**config.mk**
```make
export PLATFORM = sky130hd
export DESIGN_NAME = fetch_ctrl
export DESIGN_NICKNAME = d
export VERILOG_FILES = /design/src/rtl/fetch_pkg.sv /design/src/rtl/fetch_pc_sel.sv /design/src/rtl/fetch_ctrl.sv
export SDC_FILE = /design/constraint.sdc
export NUM_CORES = 1
export LEC_CHECK = 0
export ABC_CLOCK_PERIOD_IN_PS = 3300
export BUFFER_PORTS_ARGS = -buffer_cell sky130_fd_sc_hd__buf_2
export CORE_ASPECT_RATIO = 1.2
export CORE_UTILIZATION = 50
export CTS_CLUSTER_SIZE = 14
export DETAILED_ROUTE_END_ITERATION = 12
export PLACE_DENSITY = 0.87
export SKIP_LAST_GASP = 1
export SYNTH_ARGS = -nofsm -noshare
export SYNTH_HDL_FRONTEND = slang
export SYNTH_SLANG_ARGS = --single-unit
```
**constraint.sdc**
```tcl
create_clock -name clk -period 3.3 [get_ports clk]
set_input_delay 0.165 -clock clk [delete_from_list [all_inputs] [get_ports clk]]
set_output_delay 0.165 -clock clk [all_outputs]
set_load 0.03 [all_outputs]
```
**src/rtl/fetch_pkg.sv**
```systemverilog
// Purpose: shared types and constants for the IF-stage fetch controller.
// Latency: n/a (declarations only).
// Backpressure: n/a.
// Contents: FSM state encoding, next-pc source select, reset/exception addresses, NOP encoding.
package fetch_pkg;

  typedef enum logic [1:0] {
    ST_BOOT   = 2'd0,
    ST_RUN    = 2'd1,
    ST_HOLD   = 2'd2,
    ST_SQUASH = 2'd3
  } fetch_state_t;

  typedef enum logic [2:0] {
    SEL_HOLD = 3'd0,
    SEL_SEQ  = 3'd1,
    SEL_TGT  = 3'd2,
    SEL_EXC  = 3'd3,
    SEL_EPC  = 3'd4
  } pc_sel_t;

  localparam logic [31:0] RESET_PC  = 32'h0000_3000;
  localparam logic [31:0] EXC_VEC   = 32'h0000_4180;
  localparam logic [31:0] NOP_INSTR = 32'h0000_0000;

endpackage

```
**src/rtl/fetch_pc_sel.sv**
```systemverilog
// Purpose: priority mux choosing the next fetch address and the IF/ID strobes.
// Latency: purely combinational, zero cycles.
// Backpressure: stall holds the pc and drops if_id_en unless an exception or eret overrides it.
// Ports: state/pc/pc4/pend_squash from the fetch FSM; pipeline requests in;
//        sel, next_pc, if_id_en, if_id_flush, fetch_valid, squash_take, pend_next out.
module fetch_pc_sel
  import fetch_pkg::*;
#(
  parameter logic [31:0] EXC_TARGET = 32'h0000_4180
) (
  input  fetch_state_t state,
  input  logic [31:0]  pc,
  input  logic [31:0]  pc4,
  input  logic         pend_squash,
  input  logic         stall,
  input  logic         redir_valid,
  input  logic [31:0]  redir_target,
  input  logic         add_nop,
  input  logic         exc_req,
  input  logic         eret,
  input  logic [31:0]  epc,
  output pc_sel_t      sel,
  output logic [31:0]  next_pc,
  output logic         if_id_en,
  output logic         if_id_flush,
  output logic         fetch_valid,
  output logic         squash_take,
  output logic         pend_next
);

  always_comb begin
    sel         = SEL_HOLD;
    if_id_en    = 1'b0;
    if_id_flush = 1'b0;
    squash_take = 1'b0;
    pend_next   = pend_squash;
    if (state == ST_BOOT) begin
      // IF/ID holds a nop while the first fetch is issued; pc is not advanced.
      if_id_flush = 1'b1;
      pend_next   = 1'b0;
    end else if (exc_req) begin
      sel         = SEL_EXC;
      if_id_en    = 1'b1;
      if_id_flush = 1'b1;
      pend_next   = 1'b0;
    end else if (eret) begin
      // A pending squash belongs to the stream being abandoned, so drop it.
      sel         = SEL_EPC;
      if_id_en    = 1'b1;
      if_id_flush = 1'b1;
      pend_next   = 1'b0;
    end else if (stall) begin
      // Remember a squash request seen under stall so release still nullifies the slot.
      if (redir_valid && add_nop) pend_next = 1'b1;
    end else if (redir_valid) begin
      sel      = SEL_TGT;
      if_id_en = 1'b1;
      if (add_nop || pend_squash) begin
        if_id_flush = 1'b1;
        squash_take = 1'b1;
        pend_next   = 1'b0;
      end
    end else begin
      sel      = SEL_SEQ;
      if_id_en = 1'b1;
      if (pend_squash) begin
        if_id_flush = 1'b1;
        pend_next   = 1'b0;
      end
    end
  end

  assign fetch_valid = (state != ST_BOOT) && !if_id_flush;

  always_comb begin
    next_pc = pc;
    case (sel)
      SEL_SEQ: next_pc = pc4;
      SEL_TGT: next_pc = redir_target;
      SEL_EXC: next_pc = EXC_TARGET;
      SEL_EPC: next_pc = epc;
      default: next_pc = pc;
    endcase
  end

endmodule

```
**src/rtl/fetch_ctrl.sv**
```systemverilog
// Purpose: IF-stage program counter sequencer with delay-slot squash and exception redirect.
// Latency: pc registered (one cycle to update); pc4 and IF/ID strobes combinational.
// Backpressure: stall freezes pc and IF/ID; exc_req/eret override stall.
// Ports: clk, reset (async active-high); stall, redir_valid/redir_target/add_nop,
//        exc_req, eret/epc in; pc, pc4, if_id_en, if_id_flush, fetch_valid, state_o out.
// Optional: FETCH_ADEL_EN adds a registered adel_if fetch address-error flag.
module fetch_ctrl #(
  parameter logic [31:0] RESET_PC = 32'h0000_3000,
  parameter logic [31:0] EXC_VEC  = 32'h0000_4180
`ifdef FETCH_ADEL_EN
  ,
  parameter logic [31:0] IMEM_LO  = 32'h0000_3000,
  parameter logic [31:0] IMEM_HI  = 32'h0000_6ffc
`endif
) (
  input  logic        clk,
  input  logic        reset,
  input  logic        stall,
  input  logic        redir_valid,
  input  logic [31:0] redir_target,
  input  logic        add_nop,
  input  logic        exc_req,
  input  logic        eret,
  input  logic [31:0] epc,
  output logic [31:0] pc,
  output logic [31:0] pc4,
  output logic        if_id_en,
  output logic        if_id_flush,
  output logic        fetch_valid,
  output logic [1:0]  state_o
`ifdef FETCH_ADEL_EN
  ,
  output logic        adel_if
`endif
);
  import fetch_pkg::*;

  fetch_state_t state, state_nxt;
  pc_sel_t      sel;
  logic [31:0]  next_pc;
  logic         pend_squash, pend_next, squash_take;

  assign pc4     = pc + 32'd4;
  assign state_o = state;

  fetch_pc_sel #(
    .EXC_TARGET (EXC_VEC)
  ) u_pc_sel (
    .state        (state),
    .pc           (pc),
    .pc4          (pc4),
    .pend_squash  (pend_squash),
    .stall        (stall),
    .redir_valid  (redir_valid),
    .redir_target (redir_target),
    .add_nop      (add_nop),
    .exc_req      (exc_req),
    .eret         (eret),
    .epc          (epc),
    .sel          (sel),
    .next_pc      (next_pc),
    .if_id_en     (if_id_en),
    .if_id_flush  (if_id_flush),
    .fetch_valid  (fetch_valid),
    .squash_take  (squash_take),
    .pend_next    (pend_next)
  );

  always_ff @(posedge clk or posedge reset) begin
    if (reset) begin
      state       <= ST_BOOT;
      pc          <= RESET_PC;
      pend_squash <= 1'b0;
    end else begin
      state       <= state_nxt;
      pc          <= next_pc;
      pend_squash <= pend_next;
    end
  end

  // SEL_HOLD outside BOOT only arises from stall; a squashing redirect marks the slot.
  always_comb begin
    state_nxt = ST_RUN;
    if (state == ST_BOOT)       state_nxt = ST_RUN;
    else if (sel == SEL_HOLD)   state_nxt = ST_HOLD;
    else if (squash_take)       state_nxt = ST_SQUASH;
    else                        state_nxt = ST_RUN;
  end

`ifdef FETCH_ADEL_EN
  logic adel_next;
  assign adel_next = (next_pc[1:0] != 2'b00) || (next_pc < IMEM_LO) || (next_pc > IMEM_HI);

  always_ff @(posedge clk or posedge reset) begin
    if (reset) adel_if <= 1'b0;
    else       adel_if <= adel_next;
  end
`endif

endmodule

```
==> reports/metrics.yaml <==
synth_top_cell_by_area: "dfrtp_1"
postLayoutCoreUtil_pct: 68.3
grt_pass1_wl_microns: 13600
crit_arrival_ns: 2.46
numCtsBuffers: 5
drt-initial-drc-count: 297
area_growth_pct: 31.6
finalCriticalPeriod_ns: 2.62
synth_top_area_share_pct: 30.2
cts_tree: "done"
internal_power_mw: 0.939
synth_nets: 386
critPathKind: "flip-flop to output port"
final_area_sq_um: 3590
finalHoldViolations: 0
hpwl_microns: 6210
cp.required_ns: 3.13
critPathLaunchType: "flip-flop"
cts_sinks: 35
sw_frac_of_total_pct: 41.7
fill_cells: 433
post_cts_buffers: 0
fin_ws_ns: 0.676
post_cts_resize_count: 0
layout-drive-gt1-share_pct: 38.0
power_frac_seq_pct: 36.5
grt_setup_unrepaired: "false"
detail-route-antenna-nets: 0
hp-class: "primary input to flip-flop"
htreeDepth: 2
leakage_nw: 1.77
clk_pin_slew_ns: 0.08
gr-usage-all-layers_pct: 29.1
antenna_cells: 0
die_area_sq_um: 5760
ys_ff_latch: 35
multiInputGateArea_sq_um: 1750
fin_worst_skew_ns: 0.00780
via_per_inst: 6.04
status: "finished clean"
p_sw_mw: 0.671
seq_area_sq_um: 878
irDropWorstVdd_mv: 0.275
clockBufferDepth: 2
ys.flop_type: "dfrtp_1"
power_mw: 1.61
routed_wl_microns: 8310
p_per_area_nw_per_um2: 448
hold_buffers: 1
post-place-ws_ns: 1.02
io_pins: 140
grt_pass1_vias: 2840
worst-path-max-fanout: 7
timing.slew.headroom_pct: 37.4
die_h_microns: 82.9
drv_slew: 0
synthArstFlopShare_pct: 100
synthTopCellsByArea: "dfrtp_1 (30%), xor2_1 (4.8%), nor2_1 (4.5%), xnor2_1 (4.2%), nand2_1 (3.8%)"
synth_edf_count: 0
antenna_found_initial: 0
seq_area_frac_synth_pct: 32.2
grt_max_degree: 36
grt_overflow: 0
tightest_slew_ns: 0.933
synthDistinctLibCells: 59
period_share_pct: 79.5
worstSetupEndpointType: "output port"
tns_ns: 0
first_pass_iters: 5
p_comb_share_pct: 38.1
num-nets-final: 518
pwr-share-clk_pct: 25.4
clock_latency_ns: 0.30
io_buffers: 139
die_w_microns: 69.5
core_area_sq_um: 5260
drc: 0
fmax_mhz: 381
vias: 3074
postPlaceCellArea_sq_um: 3460
route.detailed.wl_per_inst_microns: 16.3
cts_root_buf: "clkbuf_8"
syn_area_sq_um: 2730
ys_warn_count: 0
synth_cells: 314
rows: 29
place_congestion: 0.882
maxCapViolCount: 0
syn_avg_cell_area_sq_um: 8.69
initial_utilization_pct: 51.9
setup_viol: 0
-- worst max-delay path, cell delays in order (launching register included) --
cell     delay, ns
dfrtp_1       0.45
ha_1          0.29
nand3_1       0.22
nor4_2        0.52
and3_1        0.32
xor2_1        0.15
buf_2         0.21
-- flip-flops by register name, summed over array words and instances, names as in the netlist --
name / count
pc: 32
pend_squash: 1
state_o: 2
-- through the flow --
stage	cells	hold slack, ns
2_1_floorplan	314	0.254
3_3_place_gp	500	0.292
3_5_place_dp	500	0.300
4_1_cts	509	0.104
5_1_grt	509	0.110
6_report	509	0.102
-- cells in the final DEF (no fill, tap or decap), types with 7 or more instances in the layout --
cell and count:
a31oi_1 8, a21oi_1 9, nor3_1 7, nand3_1 16
o21a_1 9, buf_2 139, a221o_1 9, nand2_1 28
a2bb2oi_1 7, o22a_1 8, o21ai_0 11, dfrtp_1 33
xor2_1 15, xnor2_1 13, nor2_1 33
-- cell usage after synthesis (3+ instances only) --
cell       count
and4_1         6
nand2_1       28
nor3_1         7
nor4_2         5
a311oi_1       3
o21a_1         9
nor2_1        33
a31oi_1        8
a2bb2oi_1      7
buf_2          8
a22o_1         3
and3_1         6
nand3_1       16
dfrtp_1       33
o31ai_1        3
inv_1          6
a21oi_1       10
clkbuf_1      11
a222oi_1       6
o22a_1         8
o311ai_1       4
nand4_1        4
xor2_1        15
xnor2_1       13
nand2b_1       3
o21ai_0       11
a221o_1        9
-- routing by layer --
metal / wire, microns / part of all wire [%] / GRT usage, % / vias up
li1: - / - / - / 1458
met1: 3420 / 41 / 35.5 / 1456
met2: 4150 / 50 / 50.7 / 139
met3: 570 / 6.9 / 5.95 / 21
met4: 174 / 2.1 / 10.0 / 0
met5: 0 / 0 / 0 / -
-- cell families (layout without fill, tap and decap cells) --
group / Yosys count / in the layout / share of synthesized area [%]
xor gates and xnor gates: 28 / 28 / 8.98
adders and majority gates: 1 / 1 / 0.458
buffers and inverters: 27 / 160 / 4.35
DFF: 35 / 35 / 32.2
muxes: 1 / 1 / 0.367
and+or+nand+nor: 127 / 127 / 26.8
AOI/OAI and AO/OA: 95 / 95 / 26.9
-- path summary, 6_finish.rpt --
path	start	end	slack [ns]	cells past startpoint
setup / recovery	pc[2]	pc4[20]	0.68	6
hold / removal	redir_target[0]	pc[0]	0.10	2
setup reg to reg	state_o[1]	pc[23]	1.07	6
hold reg to reg	pend_squash	pend_squash	0.54	2
max in group asynchronous	reset	pc[13]	2.45	4
min in group asynchronous	reset	pc[2]	0.51	4
-- layout make-up --
cell class                      count  area share, %
Tap cell                           62           2.16
Inverter                            6          0.627
Multi-Input combinational cell    252           48.6
Clock inverter                      2          0.975
Sequential cell                    35           24.5
Timing Repair Buffer              146           20.9
Clock buffer                        6           2.30
-- power by group through the flow --
stage                     registers, mW  clock network, mW  logic [mW]
after CTS                         0.585              0.414       0.615
after global placement            0.586                  0       0.605
final                             0.588              0.409       0.613
after global routing              0.600              0.433       0.653
after floorplan                   0.664                  0       0.335
after detailed placement          0.593                  0       0.612
Power figures use the tool's default switching activity.
